<file path="src/rtl/snake_pkg.sv">
// snake_pkg: direction codes, one-hot constants and helpers shared by the snake datapath
// Contents:
//   dir_e               2-bit direction code (right/left/down/up)
//   OH_*                one-hot direction constants, bit order matches the key bus
//   DEF_DEBOUNCE_CYCLES default debounce hold time (10 ms at 50 MHz)
//   opposite()          180-degree reversal of a direction code
//   dir_decode()        direction code to one-hot
package snake_pkg;
    typedef enum logic [1:0] {
        DIR_RIGHT = 2'd0,
        DIR_LEFT  = 2'd1,
        DIR_DOWN  = 2'd2,
        DIR_UP    = 2'd3
    } dir_e;

    localparam logic [3:0] OH_RIGHT = 4'b0001;
    localparam logic [3:0] OH_LEFT  = 4'b0010;
    localparam logic [3:0] OH_DOWN  = 4'b0100;
    localparam logic [3:0] OH_UP    = 4'b1000;

    localparam int DEF_DEBOUNCE_CYCLES = 500000;

    // Codes are paired so that flipping bit 0 gives the reverse direction
    function automatic dir_e opposite(input dir_e d);
        return dir_e'(d ^ 2'b01);
    endfunction

    function automatic logic [3:0] dir_decode(input dir_e d);
        return 4'b0001 << d;
    endfunction
endpackage

</file>
<file path="src/rtl/snake_dir_ctrl_if.sv">
// snake_dir_ctrl_if: key/tick/freeze inputs and direction outputs of the direction controller
// Signals:
//   key_n    raw active-low keys [0]=right [1]=left [2]=down [3]=up
//   tick     one-cycle game-tick pulse
//   freeze   game over / paused
//   dir_out  one-hot current direction
//   pending  queued request count
//   drop     pulse when a legal request is lost to a full queue
// Modports: master drives keys/tick/freeze, slave (the controller) drives the outputs.
interface snake_dir_ctrl_if #(
    parameter int QUEUE_DEPTH = 2
);
    logic [3:0]                       key_n;
    logic                             tick;
    logic                             freeze;
    logic [3:0]                       dir_out;
    logic [$clog2(QUEUE_DEPTH+1)-1:0] pending;
    logic                             drop;

    modport master (output key_n, tick, freeze, input dir_out, pending, drop);
    modport slave  (input key_n, tick, freeze, output dir_out, pending, drop);
endinterface

</file>
<file path="src/rtl/snake_dir_ctrl_key_debounce.sv">
// key_debounce: single-key two-flop synchroniser, debounce counter and press-pulse generator
// Ports:
//   clk      system clock
//   reset_n  asynchronous active-low reset
//   i_key_n  raw asynchronous active-low key
//   o_press  one-cycle pulse in the first cycle the debounced level reads pressed
import snake_pkg::*;

module key_debounce #(
    parameter int DEBOUNCE_CYCLES = DEF_DEBOUNCE_CYCLES
) (
    input  logic clk,
    input  logic reset_n,
    input  logic i_key_n,
    output logic o_press
);
    localparam int CW = DEBOUNCE_CYCLES > 1 ? $clog2(DEBOUNCE_CYCLES) : 1;
    localparam logic [CW-1:0] CNT_LAST = CW'(DEBOUNCE_CYCLES - 1);

    logic [1:0]    r_sync;
    logic          r_stable;
    logic          r_stable_d;
    logic [CW-1:0] r_cnt;

    always_ff @(posedge clk or negedge reset_n) begin
        if (!reset_n) begin
            r_sync     <= 2'b11;
            r_stable   <= 1'b1;
            r_stable_d <= 1'b1;
            r_cnt      <= '0;
        end else begin
            r_sync     <= {r_sync[0], i_key_n};
            r_stable_d <= r_stable;
            if (r_sync[1] == r_stable)
                r_cnt <= '0;
            else if (r_cnt == CNT_LAST) begin
                r_stable <= r_sync[1];
                r_cnt    <= '0;
            end else
                r_cnt <= r_cnt + 1'b1;
        end
    end

    // Falling edge of the debounced level; releases produce nothing
    assign o_press = r_stable_d & ~r_stable;
endmodule

</file>
<file path="src/rtl/snake_dir_ctrl.sv">
// snake_dir_ctrl: debounced direction keys filtered for legal turns and queued onto game ticks
// Ports:
//   clk      system clock
//   reset_n  asynchronous active-low reset
//   bus      snake_dir_ctrl_if.slave: key_n/tick/freeze in, dir_out/pending/drop out
import snake_pkg::*;

module snake_dir_ctrl #(
    parameter int DEBOUNCE_CYCLES = DEF_DEBOUNCE_CYCLES,
    parameter int QUEUE_DEPTH     = 2
) (
    input logic             clk,
    input logic             reset_n,
    snake_dir_ctrl_if.slave bus
);
    localparam int PW = $clog2(QUEUE_DEPTH + 1);
    localparam int AW = QUEUE_DEPTH > 1 ? $clog2(QUEUE_DEPTH) : 1;
    localparam logic [AW-1:0] PTR_LAST = AW'(QUEUE_DEPTH - 1);
    localparam logic [PW-1:0] CNT_FULL = PW'(QUEUE_DEPTH);

    logic [3:0]    w_press;
    dir_e          w_req;
    dir_e          w_ref;
    logic [AW-1:0] w_last;
    logic          w_legal;
    logic          w_full;
    logic          w_push;
    logic          w_pop;

    dir_e          r_q [QUEUE_DEPTH];
    logic [AW-1:0] r_head;
    logic [AW-1:0] r_tail;
    logic [PW-1:0] r_count;
    dir_e          r_dir;
    logic [3:0]    r_dir_oh;
    logic          r_drop;

    for (genvar i = 0; i < 4; i++) begin : g_key
        key_debounce #(.DEBOUNCE_CYCLES(DEBOUNCE_CYCLES)) u_key (
            .clk     (clk),
            .reset_n (reset_n),
            .i_key_n (bus.key_n[i]),
            .o_press (w_press[i])
        );
    end

    // Same-cycle presses: up > down > left > right, losers vanish silently
    assign w_req = w_press[DIR_UP]   ? DIR_UP   :
                   w_press[DIR_DOWN] ? DIR_DOWN :
                   w_press[DIR_LEFT] ? DIR_LEFT : DIR_RIGHT;

    // Turns are judged against the last queued request so a burst chains correctly;
    // this is the pre-pop tail even when the same edge pops it
    assign w_last  = (r_tail == '0) ? PTR_LAST : r_tail - 1'b1;
    assign w_ref   = (r_count != '0) ? r_q[w_last] : r_dir;
    assign w_legal = !bus.freeze && (|w_press) && (w_req != w_ref) && (w_req != opposite(w_ref));
    assign w_full  = (r_count == CNT_FULL);
    assign w_push  = w_legal && !w_full;
    assign w_pop   = bus.tick && !bus.freeze && (r_count != '0);

    always_ff @(posedge clk or negedge reset_n) begin
        if (!reset_n) begin
            for (int i = 0; i < QUEUE_DEPTH; i++)
                r_q[i] <= DIR_RIGHT;
            r_head   <= '0;
            r_tail   <= '0;
            r_count  <= '0;
            r_dir    <= DIR_RIGHT;
            r_dir_oh <= OH_RIGHT;
            r_drop   <= 1'b0;
        end else begin
            r_drop <= w_legal && w_full;
            if (bus.freeze) begin
                r_head  <= '0;
                r_tail  <= '0;
                r_count <= '0;
            end else begin
                if (w_push) begin
                    r_q[r_tail] <= w_req;
                    r_tail      <= (r_tail == PTR_LAST) ? '0 : r_tail + 1'b1;
                end
                if (w_pop) begin
                    r_dir    <= r_q[r_head];
                    r_dir_oh <= dir_decode(r_q[r_head]);
                    r_head   <= (r_head == PTR_LAST) ? '0 : r_head + 1'b1;
                end
                if (w_push != w_pop)
                    r_count <= w_push ? r_count + 1'b1 : r_count - 1'b1;
            end
        end
    end

    assign bus.dir_out = r_dir_oh;
    assign bus.pending = r_count;
    assign bus.drop    = r_drop;
endmodule

</file>
<file path="src/flat_wrapper.sv">
// flat-port wrapper written by rule: the top's interface ports become plain ports
module snake_dir_ctrl_flat 
#(
    parameter int DEBOUNCE_CYCLES = DEF_DEBOUNCE_CYCLES,
    parameter int QUEUE_DEPTH     = 2
)
  (clk, reset_n, bus_key_n, bus_tick, bus_freeze, bus_dir_out, bus_pending, bus_drop);
  snake_dir_ctrl_if #(.QUEUE_DEPTH(QUEUE_DEPTH)) bus_i ();
  input logic clk;
  input logic reset_n;
  input wire logic [$bits(bus_i.key_n)-1:0] bus_key_n;
  input wire logic [$bits(bus_i.tick)-1:0] bus_tick;
  input wire logic [$bits(bus_i.freeze)-1:0] bus_freeze;
  output wire logic [$bits(bus_i.dir_out)-1:0] bus_dir_out;
  output wire logic [$bits(bus_i.pending)-1:0] bus_pending;
  output wire logic [$bits(bus_i.drop)-1:0] bus_drop;
  assign bus_i.key_n = bus_key_n;
  assign bus_i.tick = bus_tick;
  assign bus_i.freeze = bus_freeze;
  assign bus_dir_out = bus_i.dir_out;
  assign bus_pending = bus_i.pending;
  assign bus_drop = bus_i.drop;
  snake_dir_ctrl #(.DEBOUNCE_CYCLES(DEBOUNCE_CYCLES), .QUEUE_DEPTH(QUEUE_DEPTH)) u_core (.clk(clk), .reset_n(reset_n), .bus(bus_i));
endmodule
</file>
<file path="config.mk">
export PLATFORM = sky130hd
export DESIGN_NAME = snake_dir_ctrl_flat
export DESIGN_NICKNAME = d
export VERILOG_FILES = /design/src/rtl/snake_pkg.sv /design/src/rtl/snake_dir_ctrl_if.sv /design/src/rtl/snake_dir_ctrl_key_debounce.sv /design/src/rtl/snake_dir_ctrl.sv /design/src/flat_wrapper.sv
export SDC_FILE = /design/constraint.sdc
export NUM_CORES = 1
export LEC_CHECK = 0
export CAP_MARGIN = 10
export CORE_MARGIN = 3
export CORE_UTILIZATION = 25
export DETAILED_ROUTE_END_ITERATION = 10
export PLACE_DENSITY = 0.47
export SETUP_SLACK_MARGIN = 0.15
export SYNTH_ARGS = -nofsm -noshare
export SYNTH_HDL_FRONTEND = slang
export SYNTH_SLANG_ARGS = --single-unit
</file>
<file path="constraint.sdc">
create_clock -name clk -period 1.8 [get_ports clk]
set_clock_uncertainty 0.15 [all_clocks]
set_input_delay 0.27 -clock clk [delete_from_list [all_inputs] [get_ports clk]]
set_output_delay 0.27 -clock clk [all_outputs]
set_load 0.01 [all_outputs]
</file>
; ---- After elaboration in Yosys (flattened, before gate mapping)
; Cells that the tools add are included.
[op_classes]
n_eq_ne = 12
n_addsub = 9
reduce_logical = 21
n_lt_le_gt_ge = 4
n_bitwise = 17
shifts = 1
n_mux = 31
[op_table]
columns = cell, count
row1 = $mux W19, 8
row2 = $add A19 B1 Y19 const B, 4
row3 = $eq A19 B19 Y1 const B, 4
row4 = $mux W2, 13
row5 = $reduce_and A2 Y1, 6
row6 = $not A1 Y1, 10
row7 = $logic_and A1 B1 Y1, 8
row8 = $mux W1, 8
row9 = $reduce_bool A2 Y1, 4
row10 = $ge A2 B2 Y1 const B, 3
row11 = $not A1 Y2, 3
row12 = $and A1 B1 Y1, 4
row13 = $bwmux W4, 1
row14 = $eq A1 B1 Y1, 4
row15 = $ne A2 B2 Y1, 2
row16 = $reduce_or A4 Y1, 1
row17 = $shl A1 B2 Y4 const A, 1
row18 = $add A1 B1 Y1 const B, 2
row19 = $add A2 B1 Y2 const B, 1
row20 = $demux W2 S1, 1
row21 = $eq A2 B2 Y1 const B, 1
row22 = $logic_not A1 Y1, 2
row23 = $lt A2 B1 Y1 const B, 1
row24 = $sub A2 B1 Y2 const B, 1
row25 = 2 further kinds, 2
[word_totals]
reg_bits = 107
output_inout_bits = 7
in_bits = 8
elab_cells = 119

; ---- Depth between registers and ports, before layout
; Gate-level depths: netlist of run 1.
[depth]
ltp_word = 14
ltp_mapped = 7
mapped_depth_nobuf = 6

; ---- By module
; A second synthesis of run 1 with hierarchy kept.
[unflattened]
cells_unflattened = 491
hier_area_um2 = 5162.5
[by_module_without_submodules]
columns = mod, instances, seq_area_each_um2, cells_each, area_each_um2
row1 = key_debounce, 4, 580.6, 107, 1116.1
row2 = snake_dir_ctrl, 1, 351.6, 63, 698.2

; ---- Worst setup path after synthesis of run 1
; No wires, ideal clock.
[synth_path]
path_kind = register to register
start = register u_core.r_count[1], in the netlist u_core.bus.pending[1]
end = register u_core.r_q[2] in the netlist's numbering
arrival_ns = 1.714
t_required_ns = 1.522
path_buffers = 0
path_stages_with_launch = 6
period_less_slack_ns = 1.992
path_slack_ns = -0.192
setup_time_ns = 0.128
path_cell_list = dfrtp_1 > nor2_1 > mux2i_1 > mux2i_2 > nor4_4 > mux2_1
[synth_between]
elab_chain_len = 7
word_cells_on_any_way = 11
cone_classes = eq/ne (3) / mux (1) / bitwise (1) / reduce/logical (6)
[synth_rtl]
columns = item, line_no
row1 = from (decl), snake_dir_ctrl.sv:33  ; logic [PW-1:0] r_count;
row2 = from (signal assigned), snake_dir_ctrl.sv:88  ; r_count <= w_push ? r_count + 1'b1 : r_count - 1'b1;
row3 = $reduce_bool A2 Y1, snake_dir_ctrl.sv:55  ; assign w_ref = (r_count != '0) ? r_q[w_last] : r_dir;
row4 = $mux W2, snake_dir_ctrl.sv:55
row5 = $ne A2 B2 Y1 or $not A1 Y1 (tied branches), -
row6 = $logic_and A1 B1 Y1 or $ne A2 B2 Y1 (tied branches), snake_dir_ctrl.sv:56  ; assign w_legal = !bus.freeze && (|w_press) && (w_req != w_ref) && (w_req != opposite(w_ref));
row7 = $logic_and A1 B1 Y1, snake_dir_ctrl.sv:56
row8 = $logic_and A1 B1 Y1 *, snake_dir_ctrl.sv:58  ; assign w_push = w_legal && !w_full;
row9 = $reduce_and A2 Y1 (no source line) *, -
row10 = "to (signal, indexed assignment)", snake_dir_ctrl.sv:79  ; r_q[r_tail] <= w_req;
row11 = to (decl), snake_dir_ctrl.sv:30  ; dir_e r_q [QUEUE_DEPTH];
; Mark *: on every way between the ends. The rest lies on a longest branch, timed or not.
; A chain may end at the register's enable or synchronous reset.

; ---- Final worst setup path of run 1
[layout_path]
start = register u_core.g_key[3].u_key.r_stable
end = register u_core.r_q[1] in the netlist's numbering
[layout_between]
elab_chain_len = 8
word_cells_on_any_way = 12
cone_classes = eq/ne (2) / mux (2) / bitwise (2) / reduce/logical (6)
[layout_rtl]
columns = item, line_no
row1 = from (decl), snake_dir_ctrl_key_debounce.sv:21  ; logic r_stable;
row2 = from (signal assigned), snake_dir_ctrl_key_debounce.sv:37  ; r_stable <= r_sync[1];
row3 = $not A1 Y1 *, snake_dir_ctrl_key_debounce.sv:45  ; assign o_press = r_stable_d & ~r_stable;
row4 = $and A1 B1 Y1 *, snake_dir_ctrl_key_debounce.sv:45
row5 = $mux W2 or $reduce_or A4 Y1 (tied branches), "snake_dir_ctrl.sv:48, snake_dir_ctrl.sv:56"
row6 = $ne A2 B2 Y1 or $logic_and A1 B1 Y1 (tied branches), snake_dir_ctrl.sv:56
row7 = $logic_and A1 B1 Y1 (2 in series), snake_dir_ctrl.sv:56
row8 = $logic_and A1 B1 Y1, snake_dir_ctrl.sv:58
row9 = $reduce_and A2 Y1 (no source line), -
; Marks and branches as above.

==> run summary, run 1 <==
outcome: finished with violations
failing checks: setup timing
startpoint types: register
Post-Synthesis Cells: 472
RSZ-0062 raised after global routing: true
Crit Path Class: register to register
Final Cycle Share: 107.6%
worst skew pair latency: 0.35 ns
vias in the first global route: 3639
Place WS: -0.2187 ns
Cell Rows: 50
min Tclk post-route: 1.938 ns
Core ar.: 18890 um2
final core utilization: 35.99%
Synth top cells by count: nor2_1 (101), dfrtp_1 (89), nand3_1 (38), xnor2_1 (38), xor2_1 (35)
Area contributors post-synth: dfrtp_1 (46%), dfstp_2 (9.2%), nor2_1 (7.8%), xnor2_1 (6.9%), xor2_1 (6.3%)
ANT nets after route: 0
CTS sink cnt: 106
first-pass GRT wire length: 17590 um
pins over their slew limit: 0
HP Class: input port to register
CTS buffer count: 9
CP arrival: 2.03 ns
Post-synth EDFFs: 0
FF+latch count, synth: 106
Switch Pwr: 1.173 mW
Worst Min Path Start: bus_key_n[1]
clock network fraction of total power: 41.9%
fraction of registers with async set/reset: 100.0%
initial antenna violation count: 0
worst hold stages: 1
die area: 21100 um2
sequential area share after synthesis: 55.15%
logic gate share of total power: 6.2%
Tightest Pin Transition: 0.4945 ns
Ports: 15
Avg Cell Area, Syn: 10.27 um2
final instance area: 6800 um2
Yosys top cell by area: dfrtp_1
CTS tree: built
internal power: 3.530 mW
WHS Endpoint: u_core.g_key[1].u_key.r_sync[0]
pwr/cell area: 691.5 nW/um2
sw frac: 24.94%
pin count of the biggest net entering global routing: 45
share of cells above drive strength 1: 38.65%
Post-DP Area: 5793 um2
grt ovf: 0
deepest clock path buffer count: 2
Post-Syn Nets: 484
Reg clk slew, reported paths: 0.08 ns
fin nets: 584
root buffer cell: clkbuf_16
DRT Pass-1 Iters: 4
R2R depth: 5
Via-to-Cell Ratio: 4.286
die height: 145.3 um
hpwl dp: 6537 um
routability cong.: 0.7961
WL per Instance: 12.63 um
top-area cell type share of the netlist area: 45.94%
setup violators final: 16
via count: 3587
H-tree depth: 3
max cap viols: 0
Worst Path Max Fanout: 4
WP data required: 1.89 ns
R2R setup slack: -0.14 ns
Starting Density: 25.66%
fin worst setup slack: -0.1375 ns
crit path capture type: register
Peak VDD IR: 0.4160 mV
Seq pwr share: 51.9%
Final Hold Viols: 0
Tot Pwr: 4.703 mW
Chip Width: 145.3 um
area growth from synthesis to layout: 40.26%
synthesized area: 4848 um2
IO Port Bufs: 14
DR iter-0 viols: 116
leakage: 2.808 nW
synth unique cells: 37
DR DRC count: 0
final antenna diode count: 0
worst reg2reg startpoint: u_core.g_key[3].u_key.r_stable
GRT Util Overall: 9.988%
r2r endpoint: u_core.r_q[1]
achievable frequency: 0.5161 GHz
Synth Flop Type: dfrtp_1
top-count cell post-synth: nor2_1
synth warn: 0
DRT Wirelength: 10570 um
Slew HR: 66.79%
sequential cells by signal, summed over array words and instances (netlist names):
name and count:
u_core.bus.dir_out 4, u_core.g_key.u_key.r_stable 4, u_core.r_dir 1, u_core.r_tail 1, u_core.g_key.u_key.r_stable_d 4, u_core.g_key.u_key.r_sync 8
u_core.r_q 4, u_core.r_head 1, u_core.bus.pending 2, u_core.bus.drop 1, u_core.g_key.u_key.r_cnt 76
layout by cell type (no fill, tap or decap), types with 3 or more instances in the layout:
cell / instances
and3_1: 8
buf_4: 65
buf_6: 5
clkbuf_16: 11
clkdlybuf4s50_1: 6
dfrtp_1: 85
dfrtp_2: 4
dfstp_2: 17
dlygate4sd2_1: 4
ha_2: 3
inv_1: 11
mux2_4: 5
nand2_1: 30
nand2b_1: 3
nand2b_4: 3
nand3_1: 37
nand4_1: 9
nand4b_1: 4
nor2_1: 47
nor2_2: 39
nor2_4: 15
nor2b_1: 4
nor3_1: 5
nor3_2: 3
nor3_4: 4
nor4_1: 3
nor4_2: 6
nor4_4: 5
o21ai_0: 7
or2_4: 13
xnor2_1: 36
xor2_1: 35
layer usage:
layer,vias to the layer above,GRT usage [%],share of wire [%]
met5,-,0,0
met4,0,1.852,1.1
met3,11,3.186,2.4
met2,19,16.55,51
met1,1783,12.95,46
li1,1774,-,-
final cells by class:
type                            count  area [um2]
Fill cell                        1917       12090
Sequential cell                   106        2679
Multi-Input combinational cell    354        2655
Timing Repair Buffer               89       799.5
Tap cell                          260       325.3
Clock buffer                        9       225.2
Clock inverter                      7       71.32
Inverter                           12       45.04
critical path, stage by stage (launching register included):
cell	delay, ns
dfstp_2	0.55
inv_2	0.05
a221oi_4	0.29
mux2i_4	0.13
nor3b_2	0.29
mux2_2	0.37
stage by stage:
stage	TNS [ns]	std cells	hold slack (ns)
final	-1.058	837	0.1636
after global placement	-0.8747	792	0.1464
after floorplan	-0.7660	472	-0.1756
after global routing	-3.162	837	0.1426
after CTS	-0.8276	825	0.1429
after detailed placement	-1.068	792	0.1443
power groups by stage:
stage               combinational, mW  sequential [mW]  clock (mW)
floorplan                      0.0852             2.49           0
global placement                0.205             2.49           0
detailed placement              0.211             2.49           0
CTS                             0.262             2.44        2.06
global route                    0.321             2.45        2.16
finish                          0.291             2.44        1.97
what timing repair did:
action / 4_1_cts / 5_1_grt
gates resized for setup: 59 / 72
buffers inserted: 8 / 8
cloned: 8 / 4
hold buffers: 1 / 0
setup endpoints to repair: 89 / 88
hold endpoints to repair: 89 / 0
pin swaps: 46 / 40
kinds of logic after synthesis:
kind of cell / after synthesis / synth area share, %
flops: 106 / 55.15
mux: 12 / 2.761
compound gates: 15 / 2.245
buf+inv: 21 / 1.832
simple gates: 241 / 23.79
xor+xnor: 73 / 13.19
fa+ha+maj: 4 / 1.032
how the worst max path moves through the flow:
stage,slack [ns],endpoint,start
2_1_floorplan,-0.18,u_core.r_q[2],u_core.r_tail
3_3_place_gp,-0.19,u_core.r_q[2],u_core.g_key[2].u_key.r_stable_d
3_5_place_dp,-0.22,u_core.r_q[3],u_core.g_key[2].u_key.r_stable_d
4_1_cts,-0.15,u_core.r_q[3],u_core.g_key[3].u_key.r_stable
5_1_grt,-0.25,u_core.r_q[2],u_core.g_key[3].u_key.r_stable
6_report,-0.14,u_core.r_q[1],u_core.g_key[3].u_key.r_stable
(Power assumes the default switching activity.)
==> run 2, diff against run 1 <==
- CTS_CLUSTER_DIAMETER: unset -> 60
==> results of run 2 <==
Final layout, timing and power as in run 1 (identical DEF).
==> run 3, diff against run 2 <==
- CORE_MARGIN: 3 -> 10
==> run 3 against run 2 <==
The run still ends with setup timing left; global-route usage shrank 1.4 points; register-to-register slack lost 0.04 ns; die area grew 20%; via count grew 1.5%; design area grew 1.2%; sequential power is essentially flat; fmax shrank 2.0%; critical path depth is the same; critical endpoint is now u_core.r_q[3].
==> run summary, run 3 (synthesized netlist as in run 1, its figures left out) <==
ANT nets after route: 0 (unchanged)
crit path capture type: register
first-pass GRT wire length: 18670 um (+6.2%)
hpwl dp: 6675 um (+2.1%)
max FFs per register: 76 (unchanged)
worst hold stages: 1 (unchanged)
DR iter-0 viols: 151 (+30%)
Final Cycle Share: 109.9% (+2.2 points)
R2R setup slack: -0.18 ns (-0.04 ns)
Cell Rows: 50 (unchanged)
critical path's slowest cell: dfstp_2
Ports: 15 (unchanged)
WHS Endpoint: u_core.g_key[2].u_key.r_sync[0]
pwr/cell area: 672.9 nW/um2 (-2.7%)
DRT Wirelength: 10720 um (+1.4%)
final antenna diode count: 0 (unchanged)
Final Hold Viols: 0 (unchanged)
CTS tree: built
register with the most flip-flops: u_core.g_key.u_key.r_cnt
achievable frequency: 0.5057 GHz (-2.0%)
Tightest Pin Transition: 0.5512 ns (+0.05667 ns)
vias in the first global route: 3862 (+6.1%)
internal power: 3.544 mW (+0.39%)
crit path cell chain: inv_2 > a221oi_4 > mux2i_4 > nor4_4 > mux2_4
pins over their slew limit: 0 (unchanged)
DRT Pass-1 Iters: 4 (unchanged)
failing checks: setup timing
Chip Width: 159.3 um (+9.6%)
Core ar.: 18890 um2 (unchanged)
pin count of the biggest net entering global routing: 35 (-22%)
die height: 159.3 um (+9.6%)
logic gate share of total power: 6.5% (+0.3 points)
area growth from synthesis to layout: 41.88%
die area: 25360 um2 (+20%)
Worst Min Path Start: bus_key_n[2]
most common cell after layout, fill and taps aside: dfrtp_1
Worst Path Max Fanout: 3 (-1)
fin worst setup slack: -0.1776 ns (-0.04009 ns)
setup_tns: -1.450 ns (-0.3923 ns)
worst reg2reg startpoint: u_core.g_key[3].u_key.r_stable
leakage: 2.800 nW (-0.27%)
delay of the slowest critical-path stage: 0.55 ns (about the same)
r2r endpoint: u_core.r_q[3]
share of cells above drive strength 1: 39.72% (+1.1 points)
via count: 3640 (+1.5%)
Place WS: -0.2413 ns (-0.02263 ns)
WL per Instance: 12.78 um (+1.1%)
Reg clk slew, reported paths: 0.07 ns (about the same)
Starting Density: 25.66% (unchanged)
DR DRC count: 0 (unchanged)
routability cong.: 0.7900 (-0.77%)
outcome: finished with violations
most frequent cells in the layout: dfrtp_1 (86), buf_4 (62), nor2_1 (42)
R2R depth: 5 (unchanged)
CP arrival: 2.06 ns (+0.03 ns)
WP data required: 1.89 ns (about the same)
CTS sink cnt: 106 (unchanged)
deepest clock path buffer count: 2 (unchanged)
sw frac: 23.45% (-1.5 points)
grt ovf: 0 (unchanged)
Slew HR: 63.18% (-3.6 points)
largest registers: u_core.g_key.u_key.r_cnt x76, u_core.g_key.u_key.r_sync x8
IO Port Bufs: 14 (unchanged)
Crit Path Class: register to register
setup violators final: 20 (+4)
startpoint types: register
Seq pwr share: 52.8% (+0.9 points)
root buffer cell: clkbuf_16
worst skew pair latency: 0.35 ns (about the same)
# fillers: 1904 (-0.68%)
CTS buffer count: 9 (unchanged)
clock network fraction of total power: 40.7% (-1.2 points)
Switch Pwr: 1.085 mW (-7.5%)
RSZ-0062 raised after global routing: true
Peak VDD IR: 0.4044 mV (-2.8%)
HP Class: input port to register
GRT Util Overall: 8.630% (-1.4 points)
H-tree depth: 3 (unchanged)
max cap viols: 0 (unchanged)
fin nets: 586 (+0.34%)
min Tclk post-route: 1.978 ns (+0.04009 ns)
initial antenna violation count: 0 (unchanged)
Via-to-Cell Ratio: 4.338 (+1.2%)
[run 3: cell types whose count changed in the layout (fill, tap and decap cells not counted), moves of 3 or more]
cell / previous run / this run
nor2_4: 15 / 18
nor2_1: 47 / 42
buf_4: 65 / 62
buf_6: 5 / 8
[run 3: critical path, delay by kind of cell, from the launching register on]
family / cells / cell delay (ns)
buffers and inverters: 1 / 0.05
and+or+nand+nor: 1 / 0.35
muxes: 2 / 0.47
DFF: 1 / 0.55
AOI/OAI and AO/OA: 1 / 0.29
[run 3: per-layer routing]
metal | GRT usage (%) | vias up | share of wire [%]
met2 | 14.28 | 19 | 50
met3 | 1.678 | 12 | 1.9
met4 | 3.159 | 0 | 1.3
li1 | - | 1792 | -
met1 | 10.91 | 1817 | 47
met5 | 0 | - | 0
[run 3: area by class of cell]
cell class,count,area [um2],share of cell area [%]
Tap cell,260,325.3,4.729
Inverter,12,45.04,0.6548
Clock inverter,5,36.28,0.5275
Clock buffer,11,242.7,3.529
Sequential cell,106,2678,38.92
Timing Repair Buffer,91,850.8,12.37
Multi-Input combinational cell,354,2701,39.27
[run 3: what timing repair did]
action	in CTS	in global routing
resized for setup	70	76
setup endpoints to repair	90	85
hold buffers	1	0
endpoints found under the hold margin	21	0
buffers inserted	11	8
pin swaps	38	55
cloned	12	0
[run 3: how the worst max path moves through the flow]
stage	from	end	slack, ns
2_1_floorplan	u_core.r_tail	u_core.r_q[2]	-0.18
3_3_place_gp	u_core.g_key[2].u_key.r_stable_d	u_core.r_q[2]	-0.18
3_5_place_dp	u_core.r_tail	u_core.bus.pending[1]	-0.24
4_1_cts	u_core.r_tail	u_core.r_q[2]	-0.17
5_1_grt	u_core.g_key[0].u_key.r_stable_d	u_core.r_q[3]	-0.26
6_report	u_core.g_key[3].u_key.r_stable	u_core.r_q[3]	-0.18
[run 3: power by group through the flow]
stage | clock network [mW] | logic [mW] | registers [mW]
5_1_grt | 2.04 | 0.333 | 2.45
3_3_place_gp | 0 | 0.203 | 2.49
2_1_floorplan | 0 | 0.0852 | 2.49
4_1_cts | 1.96 | 0.282 | 2.44
6_report | 1.88 | 0.303 | 2.44
3_5_place_dp | 0 | 0.208 | 2.49
[run 3: per-stage QoR]
step,std cells,total power [mW],utilization [%],hold slack [ns],area (um2)
after floorplan,472,2.576,-,-0.1756,4982
after global placement,791,2.692,30.69,0.05562,5798
after detailed placement,791,2.698,30.69,0.06174,5798
after CTS,831,4.682,34.60,0.1599,6538
after global routing,839,4.826,36.41,0.1719,6879
final,839,4.629,36.41,0.1709,6879
